<file path="src/rtl/fetch_pkg.sv">
// Shared definitions for the instruction-fetch controller: FSM states,
// the NOP encoding used to reset IF/ID, and the default PC width.
package fetch_pkg;

  localparam int unsigned PC_W_DEF  = 9;
  localparam logic [31:0] NOP_INSTR = 32'h0000_0013;

  typedef enum logic [2:0] {
    S_IDLE,
    S_REQ,
    S_WAIT,
    S_HOLD,
    S_DRAIN,
    S_HALT
  } fetch_state_e;

endpackage

</file>
<file path="src/rtl/fetch_skid_buf.sv">
// One-entry holding register for an instruction word that arrives while
// the pipeline is stalled.
module fetch_skid_buf
  import fetch_pkg::*;
(
  input  logic        clk,
  input  logic        reset,
  input  logic        load_i,
  input  logic        clear_i,
  input  logic [31:0] data_i,
  output logic [31:0] data_o,
  output logic        valid_o
);

  always_ff @(posedge clk or posedge reset) begin
    if (reset) begin
      valid_o <= 1'b0;
      data_o  <= NOP_INSTR;
    end else if (clear_i) begin
      valid_o <= 1'b0;
    end else if (load_i) begin
      valid_o <= 1'b1;
      data_o  <= data_i;
    end
  end

endmodule

</file>
<file path="src/rtl/pc_fetch_ctrl.sv">
// Instruction-fetch controller: PC sequencing, single-outstanding memory
// handshake, IF/ID register with stall skid, redirect and halt handling.
//
// state | meaning
// ------+---------------------------------------------------------------
// IDLE  | one cycle after reset, no request
// REQ   | request at pc, waiting for grant
// WAIT  | granted, waiting for the response
// HOLD  | response parked in the skid buffer while stalled
// DRAIN | redirect/halt with a response in flight; discard it
// HALT  | fetch stopped until reset
module pc_fetch_ctrl
  import fetch_pkg::*;
#(
  parameter int unsigned     PC_W     = PC_W_DEF,
  parameter logic [PC_W-1:0] RESET_PC = '0
) (
  input  logic            clk,
  input  logic            reset,
  input  logic            stall_i,
  input  logic            pc_sel_i,
  input  logic [31:0]     br_pc_i,
  input  logic            halt_i,
  output logic            imem_req_o,
  output logic [PC_W-1:0] imem_addr_o,
  input  logic            imem_gnt_i,
  input  logic            imem_rvalid_i,
  input  logic [31:0]     imem_rdata_i,
  output logic            if_valid_o,
  output logic [PC_W-1:0] if_pc_o,
  output logic [31:0]     if_instr_o,
  output logic            flush_o,
  output logic            halted_o
);

  fetch_state_e    state, state_nxt;
  logic [PC_W-1:0] pc, pc_nxt;
  logic            halt_pend, halt_pend_nxt;
  logic            if_load, if_from_skid, if_kill, flush_nxt;
  logic            skid_load, skid_clr, skid_valid;
  logic [31:0]     skid_data;
  logic            redirect, outstanding;
  logic [PC_W-1:0] target_pc;
  logic            unused_br;

  assign target_pc   = {br_pc_i[PC_W-1:2], 2'b00};
  assign unused_br   = ^{br_pc_i[31:PC_W], br_pc_i[1:0]};
  assign imem_addr_o = pc;
  assign halted_o    = (state == S_HALT);

  // A halt already being drained is final; later redirects must not revive fetch.
  assign redirect = pc_sel_i && !halt_i && !(state == S_DRAIN && halt_pend);

  always_ff @(posedge clk or posedge reset) begin
    if (reset) state <= S_IDLE;
    else       state <= state_nxt;
  end

  always_comb begin
    state_nxt     = state;
    pc_nxt        = pc;
    halt_pend_nxt = halt_pend;
    imem_req_o    = 1'b0;
    if_load       = 1'b0;
    if_from_skid  = 1'b0;
    if_kill       = 1'b0;
    flush_nxt     = 1'b0;
    skid_load     = 1'b0;
    skid_clr      = 1'b0;
    outstanding   = 1'b0;

    case (state)
      S_IDLE: state_nxt = S_REQ;
      S_REQ: begin
        imem_req_o = !stall_i;
        if (imem_req_o && imem_gnt_i) state_nxt = S_WAIT;
        outstanding = imem_req_o && imem_gnt_i;
      end
      S_WAIT: begin
        outstanding = !imem_rvalid_i;
        if (imem_rvalid_i) begin
          if (!stall_i) begin
            if_load   = 1'b1;
            pc_nxt    = pc + PC_W'(4);
            state_nxt = S_REQ;
          end else begin
            skid_load = 1'b1;
            state_nxt = S_HOLD;
          end
        end
      end
      S_HOLD: begin
        if (!stall_i) begin
          if_load      = skid_valid;
          if_from_skid = 1'b1;
          skid_clr     = 1'b1;
          pc_nxt       = pc + PC_W'(4);
          state_nxt    = S_REQ;
        end
      end
      S_DRAIN: begin
        outstanding = !imem_rvalid_i;
        if (imem_rvalid_i) begin
          state_nxt     = halt_pend ? S_HALT : S_REQ;
          halt_pend_nxt = 1'b0;
        end
      end
      S_HALT: ;
      default: state_nxt = S_IDLE;
    endcase

    if (state != S_HALT && (halt_i || redirect)) begin
      flush_nxt = 1'b1;
      if_kill   = 1'b1;
      if_load   = 1'b0;
      skid_load = 1'b0;
      skid_clr  = 1'b1;
      if (halt_i) begin
        halt_pend_nxt = outstanding;
        state_nxt     = outstanding ? S_DRAIN : S_HALT;
      end else begin
        pc_nxt    = target_pc;
        state_nxt = outstanding ? S_DRAIN : S_REQ;
      end
    end
  end

  always_ff @(posedge clk or posedge reset) begin
    if (reset) begin
      pc         <= RESET_PC;
      halt_pend  <= 1'b0;
      flush_o    <= 1'b0;
      if_valid_o <= 1'b0;
      if_pc_o    <= '0;
      if_instr_o <= NOP_INSTR;
    end else begin
      pc        <= pc_nxt;
      halt_pend <= halt_pend_nxt;
      flush_o   <= flush_nxt;
      if (if_load) begin
        if_valid_o <= 1'b1;
        if_pc_o    <= pc;
        if_instr_o <= if_from_skid ? skid_data : imem_rdata_i;
      end else if (if_kill || !stall_i) begin
        if_valid_o <= 1'b0;
      end
    end
  end

  fetch_skid_buf u_skid (
    .clk     (clk),
    .reset   (reset),
    .load_i  (skid_load),
    .clear_i (skid_clr),
    .data_i  (imem_rdata_i),
    .data_o  (skid_data),
    .valid_o (skid_valid)
  );

endmodule

</file>
<file path="config.mk">
export PLATFORM = sky130hd
export DESIGN_NAME = pc_fetch_ctrl
export DESIGN_NICKNAME = d
export VERILOG_FILES = /design/src/rtl/fetch_pkg.sv /design/src/rtl/fetch_skid_buf.sv /design/src/rtl/pc_fetch_ctrl.sv
export SDC_FILE = /design/constraint.sdc
export NUM_CORES = 1
export LEC_CHECK = 0
export ABC_CLOCK_PERIOD_IN_PS = 2200
export BUFFER_PORTS_ARGS = -buffer_cell sky130_fd_sc_hd__buf_4
export CAP_MARGIN = 40
export CORE_MARGIN = 1
export CORE_UTILIZATION = 46
export DETAILED_ROUTE_END_ITERATION = 12
export HOLD_SLACK_MARGIN = 0.03
export PLACE_DENSITY = 0.72
export RECOVER_POWER = 25
export SLEW_MARGIN = 20
export SYNTH_ARGS = -nofsm -noshare
export SYNTH_HDL_FRONTEND = slang
export SYNTH_SLANG_ARGS = --single-unit
</file>
<file path="constraint.sdc">
create_clock -name clk -period 2.2 [get_ports clk]
set_input_delay 0.11 -clock clk [delete_from_list [all_inputs] [get_ports clk]]
set_output_delay 0.11 -clock clk [all_outputs]
set_load 0.03 [all_outputs]
</file>
# Word-level counts from Yosys, hierarchy flattened
# Index checks and enable logic that the tools add are counted.
dict set report totals {
  reg_bits 89
  latch_bits 0
  ramBits 0
  romBits 0
  out_inout_bits 54
  elab_cells 78
  memories 0
}
dict set report op_classes {
  addsub 1
  multipliers 0
  div 0
  n_lt_le_gt_ge 0
  eq_ne 11
  shift 0
  n_mux 39
  bitwise 1
  n_reduce_logical 17
}
# cell count
set op_table {}
lappend op_table {{9-bit 2-to-1 mux} 4}
lappend op_table {{32-bit 2-to-1 mux} 1}
lappend op_table {{3-bit 2-to-1 mux} 8}
lappend op_table {{1-bit 2-to-1 mux} 21}
lappend op_table {{3-bit one-hot mux with 6 select lines} 1}
lappend op_table {{9-bit one-hot mux with 2 select lines} 1}
lappend op_table {{3-bit inequality test, second input constant} 4}
lappend op_table {{9-bit by 3-bit adder with 9-bit output, second input constant} 1}
lappend op_table {{3-bit by 2-bit equality test with 1-bit output, second input constant} 2}
lappend op_table {{3-bit equality test, second input constant} 2}
lappend op_table {{1-bit logical AND} 5}
lappend op_table {{5-bit AND reduction} 1}
lappend op_table {{1-bit logical NOT} 4}
lappend op_table {{1-bit one-hot mux with 2 select lines} 2}
lappend op_table {{2-bit nonzero test} 2}
lappend op_table {{3-bit by 1-bit equality test with 1-bit output, second input constant} 1}
lappend op_table {{3-bit logical NOT} 1}
lappend op_table {{3-bit by 2-bit inequality test with 1-bit output, second input constant} 1}
lappend op_table {{1-bit logical OR} 2}
lappend op_table {{2-bit 2-to-1 mux} 1}
lappend op_table {{2-bit by 1-bit inequality test with 1-bit output, second input constant} 1}
lappend op_table {{2-bit AND reduction} 1}
lappend op_table {{2-bit OR reduction} 1}
lappend op_table {{1-bit inverter} 1}

# Depth between registers and ports, before layout
# Gate-level depths: netlist of the first run.
dict set report depth {
  ltp_word 10
  ltp_mapped 7
  ltp_nobuf 5
}

# Cells and area by module
# A second synthesis of the first run with hierarchy kept.
dict set report hier_totals {
  hier_cells 331
  hier_area_um2 4021.4
}
# module instances cells_per_inst area_per_inst_um2
set modules_own_cells {}
lappend modules_own_cells {pc_fetch_ctrl 1 258 2622.5}
lappend modules_own_cells {fetch_skid_buf 1 73 1398.8}

# Least setup slack after synthesis of the first run
# Ideal clock, no wire load.
dict set report synth_timing {
  path_kind {register -> register}
  from {reg state[2]}
  to {reg if_pc_o[2]}
  setup_ns 0.128
  t_arrival_ns 1.944
  required_ns 2.072
  setup_slack_ns 0.128
  path_stages_with_launch 5
  synth_period_minus_slack_ns 2.072
  cell_sequence {dfrtp_1 -> or3b_1 -> a2111oi_4 -> buf_4 -> mux2_1}
}
dict set report synth_between {
  elab_chain_cells 7
  word_cells_on_any_way 11
  cone_classes {eq/ne (4); mux (2); reduce/logical (5)}
}
# item line_no
set synth_rtl {}
lappend synth_rtl {{from (decl)} pc_fetch_ctrl.sv:36} ;# fetch_state_e state, state_nxt;
lappend synth_rtl {{from (signal assigned)} pc_fetch_ctrl.sv:56} ;# else state <= state_nxt;
lappend synth_rtl {{3-bit equality test} pc_fetch_ctrl.sv:52} ;# assign redirect = pc_sel_i && !halt_i && !(state == S_DRAIN && halt_pend);
lappend synth_rtl {{1-bit logical AND} pc_fetch_ctrl.sv:52}
lappend synth_rtl {{1-bit logical NOT} pc_fetch_ctrl.sv:52}
lappend synth_rtl {{1-bit logical AND} pc_fetch_ctrl.sv:52}
lappend synth_rtl {{1-bit logical OR} pc_fetch_ctrl.sv:112} ;# if (state != S_HALT && (halt_i || redirect)) begin
lappend synth_rtl {{1-bit logical AND} pc_fetch_ctrl.sv:112}
lappend synth_rtl {{1-bit 2-to-1 mux (*)} pc_fetch_ctrl.sv:112}
lappend synth_rtl {{to (signal assigned)} pc_fetch_ctrl.sv:142} ;# if_pc_o <= pc;
lappend synth_rtl {{to (decl)} pc_fetch_ctrl.sv:30} ;# output logic [PC_W-1:0] if_pc_o,
# Every way passes the cells marked *; elsewhere a longest branch is shown, timed or not.
# A chain may end at the register's enable or synchronous reset.

# Final worst setup path of the first run
dict set report layout_timing {
  from {reg state[2]}
  to {reg if_instr_o[0]}
}
dict set report layout_between {
  elab_chain_cells 7
  word_cells_on_any_way 13
  cone_classes {eq/ne (4); mux (4); reduce/logical (5)}
}
# item line_no
set layout_rtl {}
lappend layout_rtl {{3-bit equality test} pc_fetch_ctrl.sv:52}
lappend layout_rtl {{1-bit logical AND} pc_fetch_ctrl.sv:52}
lappend layout_rtl {{1-bit logical NOT} pc_fetch_ctrl.sv:52}
lappend layout_rtl {{1-bit logical AND} pc_fetch_ctrl.sv:52}
lappend layout_rtl {{1-bit logical OR} pc_fetch_ctrl.sv:112}
lappend layout_rtl {{1-bit logical AND} pc_fetch_ctrl.sv:112}
lappend layout_rtl {{1-bit 2-to-1 mux} pc_fetch_ctrl.sv:112}
lappend layout_rtl {{to (signal assigned)} pc_fetch_ctrl.sv:143} ;# if_instr_o <= if_from_skid ? skid_data : imem_rdata_i;
lappend layout_rtl {{to (decl)} pc_fetch_ctrl.sv:31} ;# output logic [31:0] if_instr_o,
# Several ways; a longest one is shown, not always the timed one.

==> results.txt, run 1 <==
run status = completed
vias in the first global route = 2957
Mean Syn Cell Area = 11.4 um^2
Post-DP Area = 0.00484 mm^2
pwr dens = 844 mW/mm^2
Initial Util = 0.478
Worst setup SP type = register
Tot Pwr = 4.60 mW
Finish-stage setup viols = 0
sequential area share after synthesis = 0.544
Yosys reg bits = 85
post-DR vias/cell = 5.09
Synth Cell Area = 0.00393 mm^2
Num CTS Buffers = 9
Worst Setup End Kind = register
CTS Root Cell = clkbuf_8
Final Hold Fails = 0
Max rail drop VDD = 0.000440 V
RSZ-0062 raised after global routing = false
post-route cell area = 0.00545 mm^2
Worst-path clk slew = 80 ps
fin worst setup slack = 195 ps
# H-tree levels = 3
multi-input logic area = 0.00167 mm^2
Layout area overhead = 38.8%
min-delay worst type = input pin to register
Post-synth EDFFs = 0
WL final = 8690 um
critical path's slowest cell = or3b_1
Worst Tran Pin Value = 1170 ps
CP cell instances = or3b_1 > a2111oi_4 > buf_4 > buf_12 > nor2_1 > a21oi_1
static leakage = 2.55 nW
Worst Skew = 9.75 ps
height of the chip = 94.4 um
die area = 0.00891 mm^2
NumNets Final = 553
number of diodes = 0
Antenna Nets Post-Route = 0
CTS tree = built
total clock sinks = 85
crit path max fanout = 43
asr flop ratio synth = 1.00
initial antenna violation count = 0
Data required, critical path = 2470 ps
setup slack, reg-to-reg = 190 ps
first-pass GRT wire length = 14100 um
register area = 0.00213 mm^2
Synth Warn # = 0
Placed Cells = 535
post-DR wirelength/cell = 14.7 um
Vias = 3007
initial drt markers = 149
R2R Path Start = state[2]
routability cong. = 0.825
Final Cycle Share = 0.912
drt drc = 0
total gr overflow = 0
max_cap viols = 0
Syn Inst Count = 343
setup TNS = 0 ps
layout cells sized above 1 = 0.348
Worst slew margin = 0.215
Longest Clk Path Bufs = 2
Final Slew Violations = 0
biggest cell delay along the critical path = 450 ps
Most used DFF post-synth = dfrtp_1
Layout fillers = 658
Rows = 33
Die W = 94.4 um
IO Count = 125
crit path time final = 2010 ps
synth unique cells = 41
clk_lat worst skew = 350 ps
IO buf count = 95
pin count of the biggest net entering global routing = 44
pre-CTS WS = 201 ps
maximum achievable frequency = 499 MHz
Setup crit start = state[2]
Post-Layout Cell Count = 591
Tot GR Track Use = 0.207
dpl hpwl = 5580 um
post-CTS sizing = 0
DRT Pass-1 Iters = 6
Arr. time, crit path = 2270 ps
hold_sp = stall_i
worst setup path category = register to register
Core Region = 0.00822 mm^2
-- worst paths after layout --
check,depth (start not counted),end
worst max register to register,6,if_instr_o[0]
worst min register to register,1,if_pc_o[8]
worst max-delay path,6,if_instr_o[0]
min in group asynchronous,3,imem_addr_o[7]
worst min-delay path,3,if_valid_o
max in group asynchronous,4,halt_pend
-- flip-flops by register name, summed over array words and instances, names as in the netlist, 3 cells and up --
register / cells
imem_addr_o: 7
state: 3
u_skid.data_o: 32
if_instr_o: 32
if_pc_o: 7
-- power breakdown --
part           switching (mW)  leakage [nW]  internal (mW)  total (mW)
combinational           0.784          1.31          0.601        1.38
sequential              0.182          1.13           1.77        1.95
clock                   0.583         0.113          0.681        1.26
-- synth_stat cells, types with 3 or more instances --
library cell | number | area (um^2)
nand2b_1 | 4 | 25.0
nor2b_1 | 4 | 25.0
dfrtp_1 | 79 | 1980
a21oi_1 | 48 | 240
nor3_1 | 3 | 15.0
buf_4 | 8 | 60.1
mux2_2 | 37 | 417
mux2i_1 | 35 | 350
dfstp_2 | 6 | 158
inv_1 | 6 | 22.5
nor4_1 | 3 | 18.8
o21ai_0 | 4 | 20.0
buf_2 | 6 | 30.0
nor2_1 | 46 | 173
clkbuf_1 | 10 | 37.5
nand2_1 | 6 | 22.5
xnor2_1 | 5 | 43.8
-- final cells by class --
cell class                 instances  share of cell area
multi-input combinational        231               0.307
timing repair buffer             148               0.230
clock buffer                      10              0.0253
tap                              105              0.0241
inverter                           6             0.00436
sequential                        85               0.392
clock inverter                     6              0.0172
-- critical path, delay by kind of cell (launching register included) --
family	cells	cell delay [ps]
buffers and inverters	2	410
AOI/OAI and AO/OA	2	580
DFF	1	420
and+or+nand+nor	2	510
-- metal layers --
| layer | track usage | vias up | wire (um) |
|---|---|---|---|
| met1 | 0.271 | 1441 | 3940 |
| met3 | 0.0419 | 9 | 386 |
| li1 | - | 1478 | - |
| met5 | 0 | - | 0 |
| met2 | 0.342 | 79 | 4240 |
| met4 | 0.0705 | 0 | 121 |
-- cells by family (layout without fill, tap and decap cells) --
kind of cell	Yosys count	in the layout	synth area share
multiplexers	74	74	0.201
AND/OR/NAND/NOR	80	80	0.0995
other	1	4	0.000955
AO/OA/AOI/OAI	65	65	0.0972
XOR/XNOR	6	6	0.0134
buffers and inverters	30	170	0.0383
flip-flops	85	85	0.544
adder cells (fa/ha/maj)	2	2	0.00574
-- cells in the final DEF (no fill, tap or decap), types with 6 or more instances in the layout --
master          n
a21oi_1        47
buf_4          97
clkbuf_8       10
dfrtp_1        79
dfstp_2         6
dlygate4sd3_1  40
mux2_2         37
mux2i_1        35
nand2_1         6
nor2_1         45
-- what timing repair did --
item | in CTS | in global routing
hold endpoints to repair | 62 | 0
setup buffers | 0 | 0
hold buffers | 40 | 0
-- stage by stage --
step	utilization	hold slack [ps]
after floorplan	-	262
after global placement	0.589	204
after detailed placement	0.589	209
after CTS	0.665	109
after global routing	0.663	126
final	0.663	126
Power figures use the tool's default switching activity.
==> inputs of run 2 (changes only) <==
ABC_CLOCK_PERIOD_IN_PS = 1970   (was 2200)
CAP_MARGIN = unset   (was 40)
CORE_UTILIZATION = 51   (was 46)
PLACE_DENSITY = 0.76   (was 0.72)
clock period = 1.97 ns   (was 2.2 ns; I/O delays follow)
==> results.txt, run 2 (synthesized netlist as in run 1, its figures left out) <==
run status = completed
number of diodes = 0
Rows = 31
register area = 0.00214 mm^2
Core Region = 0.00733 mm^2
max_cap viols = 0
IO Count = 125
Finish-stage setup viols = 0
Switch Pwr = 1.74 mW
Final Cycle Share = 0.938
routability cong. = 0.859
Logic pwr share = 0.318
Clock power frac = 0.229
# H-tree levels = 3
pwr dens = 904 mW/mm^2
Num CTS Buffers = 9
total clock sinks = 85
pre-CTS WS = 70.9 ps
Arr. time, crit path = 2080 ps
NumNets Final = 560
height of the chip = 89.7 um
CTS tree = built
Final Slew Violations = 0
post-DR wirelength/cell = 14.9 um
Worst setup SP type = register
Data required, critical path = 2200 ps
Max rail drop VDD = 0.000516 V
commonest non-fill, non-tap cells in the layout = 78 x buf_4, 77 x dfrtp_1, 47 x a21oi_1, 45 x nor2_1, 40 x dlygate4sd3_1
Vias = 3084
Worst Setup End Kind = register
Worst slew margin = 0.104
Worst Tran Pin Value = 1340 ps
Tot Pwr = 4.85 mW
internal power = 3.11 mW
vias in the first global route = 3122
initial antenna violation count = 0
layout cells sized above 1 = 0.310
total gr overflow = 0
Die W = 89.7 um
Flop pwr share = 0.453
crit path max fanout = 10
initial drt markers = 156
commonest non-fill, non-tap cell in the layout = buf_4
switching share of power = 0.359
static leakage = 2.44 nW
RSZ-0062 raised after global routing = false
Antenna Nets Post-Route = 0
Initial Util = 0.535
CTS Root Cell = clkbuf_8
setup TNS = 0 ps
clk_lat worst skew = 340 ps
drt drc = 0
WL final = 8790 um
final core occ = 0.732
pin count of the biggest net entering global routing = 29
fin worst setup slack = 122 ps
dpl hpwl = 5870 um
Tot GR Track Use = 0.231
WHS = 101 ps
Layout fillers = 556
Longest Clk Path Bufs = 2
Worst Skew = 12.3 ps
IO buf count = 95
post-DR vias/cell = 5.21
setup bufs post-CTS = 0
Final Hold Fails = 0
Layout area overhead = 36.7%
die area = 0.00805 mm^2
crit path time final = 1850 ps
multi-input logic area = 0.00169 mm^2
worst setup path category = register to register
DRT Pass-1 Iters = 4
Worst-path clk slew = 90 ps
first-pass GRT wire length = 14800 um
Top Registers = if_instr_o: 32 flops, u_skid.data_o: 32 flops
maximum achievable frequency = 541 MHz
min-delay worst type = input pin to register
run 2: changes by cell type in the layout (fill, tap and decap cells not counted), sizes merged:
cell      change
clkbuf       +25
clkinvlp      +3
buf          -18
bufinv        -2
clkinv        -1
run 2: repair_timing:
item,4_1_cts,5_1_grt
setup endpoints to repair,0,30
endpoints found under the hold margin,64,0
gates resized for setup,0,3
hold buffers,40,0
run 2: per-layer routing:
metal / routed length, um / global-route usage / share of wire
met2: 4460 / 0.397 / 0.51
met4: 113 / 0.0806 / 0.013
met1: 3880 / 0.297 / 0.44
met3: 339 / 0.0389 / 0.039
met5: 0 / 0 / 0
run 2: final timing paths:
| kind | from | end | slack (ps) | depth (start not counted) |
|---|---|---|---|---|
| worst max register to register | state[0] | if_pc_o[3] | 120 | 5 |
| min in group asynchronous | reset | if_instr_o[13] | 610 | 3 |
| worst min-delay path | pc_sel_i | state[1] | 100 | 4 |
| worst max-delay path | state[0] | if_pc_o[3] | 120 | 5 |
| max in group asynchronous | reset | if_instr_o[6] | 500 | 4 |
| worst min register to register | if_pc_o[8] | if_pc_o[8] | 500 | 1 |
run 2: final cells by class:
class / instances / area share
multi-input combinational: 231 / 0.314
sequential: 85 / 0.398
inverter: 6 / 0.00443
tap: 99 / 0.0231
clock buffer: 10 / 0.0238
clock inverter: 6 / 0.00886
timing repair buffer: 155 / 0.227
run 2: metrics by stage:
step | cells | area [um^2]
5_1_grt | 592 | 5360
4_1_cts | 592 | 5470
6_report | 592 | 5360
3_5_place_dp | 536 | 4900
2_1_floorplan | 346 | 3960
3_3_place_gp | 536 | 4900
run 2: critical path: stages (launching register included):
cell       delay [ps]
dfrtp_2           480
buf_4             190
mux2i_1           150
a2111oi_4         350
buf_6             210
mux2_2            340
run 2: power groups by stage:
| stage | sequential (mW) | combinational [mW] | clock (mW) |
|---|---|---|---|
| after floorplan | 2.44 | 0.718 | 0 |
| after global placement | 2.21 | 1.50 | 0 |
| after detailed placement | 2.23 | 1.52 | 0 |
| after CTS | 2.19 | 1.59 | 1.14 |
| after global routing | 2.24 | 1.66 | 1.21 |
| final | 2.20 | 1.54 | 1.11 |
==> inputs of run 3 (changes only) <==
CELL_PAD_IN_SITES_DETAIL_PLACEMENT = 1   (was unset)
CELL_PAD_IN_SITES_GLOBAL_PLACEMENT = 1   (was unset)
CORE_UTILIZATION = 39   (was 51)
PLACE_DENSITY = 0.75   (was 0.76)
==> results.txt, run 3 (synthesized netlist as in run 1, its figures left out) <==
Num CTS Buffers = 9
static leakage = 2.54 nW
Final Slew Violations = 0
pin count of the biggest net entering global routing = 86
crit path time final = 1850 ps
Arr. time, crit path = 2090 ps
die area = 0.0105 mm^2
DRT Pass-1 Iters = 4
Worst Tran Pin Value = 1170 ps
Final Hold Fails = 0
initial drt markers = 120
Worst setup SP type = register
drt drc = 0
height of the chip = 102 um
dpl hpwl = 6520 um
Antenna Nets Post-Route = 0
Layout area overhead = 39.0%
WHS = 110 ps
first-pass GRT wire length = 16300 um
max_cap viols = 0
Worst Skew = 7.43 ps
Finish-stage setup viols = 0
hold_sp = stall_i
CTS Root Cell = clkbuf_8
crit path max fanout = 32
IO Count = 125
Post-DP Area = 0.00489 mm^2
Longest Clk Path Bufs = 2
post-DR wirelength/cell = 16.4 um
Worst slew margin = 0.218
WL final = 10200 um
clk_lat worst skew = 360 ps
Die W = 102 um
number of diodes = 0
Initial Util = 0.402
Core Region = 0.00977 mm^2
pwr dens = 906 mW/mm^2
post-route cell area = 0.00545 mm^2
Data required, critical path = 2210 ps
Top Registers = if_instr_o: 32 flops, u_skid.data_o: 32 flops
maximum achievable frequency = 541 MHz
Rows = 36
RSZ-0062 raised after global routing = false
vias in the first global route = 3303
min-delay worst type = input pin to register
Worst Setup End Kind = register
total gr overflow = 0
Tot GR Track Use = 0.206
routability cong. = 0.832
R2R Path Start = state[2]
initial antenna violation count = 0
worst setup path category = register to register
commonest non-fill, non-tap cell in the layout = buf_4
Setup crit start = state[2]
IO buf count = 95
layout cells sized above 1 = 0.359
run status = completed
# H-tree levels = 3
NumNets Final = 554
total clock sinks = 85
post-DR vias/cell = 5.08
Max rail drop VDD = 0.000392 V
Worst-path clk slew = 80 ps
CTS tree = built
commonest non-fill, non-tap cells in the layout = 103 x buf_4, 78 x dfrtp_1, 47 x a21oi_1, 44 x nor2_1, 40 x dlygate4sd3_1
Final Cycle Share = 0.938
Vias = 3150
[run 3: per-layer routing]
metal	routed length (um)	up-vias	global-route usage
met4	252	0	0.0989
met3	358	22	0.0356
li1	-	1468	-
met5	0	-	0
met2	5450	73	0.368
met1	4110	1587	0.240
[run 3: stage by stage]
step	std cells	util	setup WS [ps]	power, mW	TNS (ps)
floorplan	346	-	-14.3	3.16	-399
global placement	564	0.501	154	3.73	0
detailed placement	564	0.501	99.3	3.80	0
CTS	620	0.559	92.9	5.00	0
global route	620	0.558	13.2	5.22	0
finish	620	0.558	123	4.94	0
[run 3: area by class of cell]
cell class              count  area [um^2]
fillers                  1078         4320
flip-flops and latches     85         2140
multi-input cells         231         1690
repair buffers            149         1260
well taps                 133          166
clock buffers              12          145
clock inverters             4         26.3
inverters                   6         26.3
[run 3: path summary, 6_finish.rpt]
kind                                      to  slack, ps  cells after the start
setup / recovery            u_skid.data_o[7]        120                      6
hold / removal                    if_valid_o        110                      3
setup reg to reg            u_skid.data_o[7]        120                      6
hold reg to reg                   if_pc_o[2]        490                      1
max in group asynchronous           state[1]        420                      4
min in group asynchronous  u_skid.data_o[11]        720                      4
[run 3: where the power goes]
group          switching (mW)  internal [mW]
registers               0.230           1.97
logic                   0.907          0.719
clock network           0.624          0.492
total                    1.76           3.18
[run 3: repair_timing]
action                                  CTS  global route
endpoints found under the setup margin    0             5
setup buffers                             0             0
gates resized for setup                   0             2
hold buffers                             40             0
hold endpoints to repair                125             0
[run 3: critical path: stages (launching register included)]
cell and delay, ps:
dfrtp_1 400, buf_4 170, nor2b_1 230, nand3_1 170, a21oi_4 160, buf_12 230
mux2_2 360
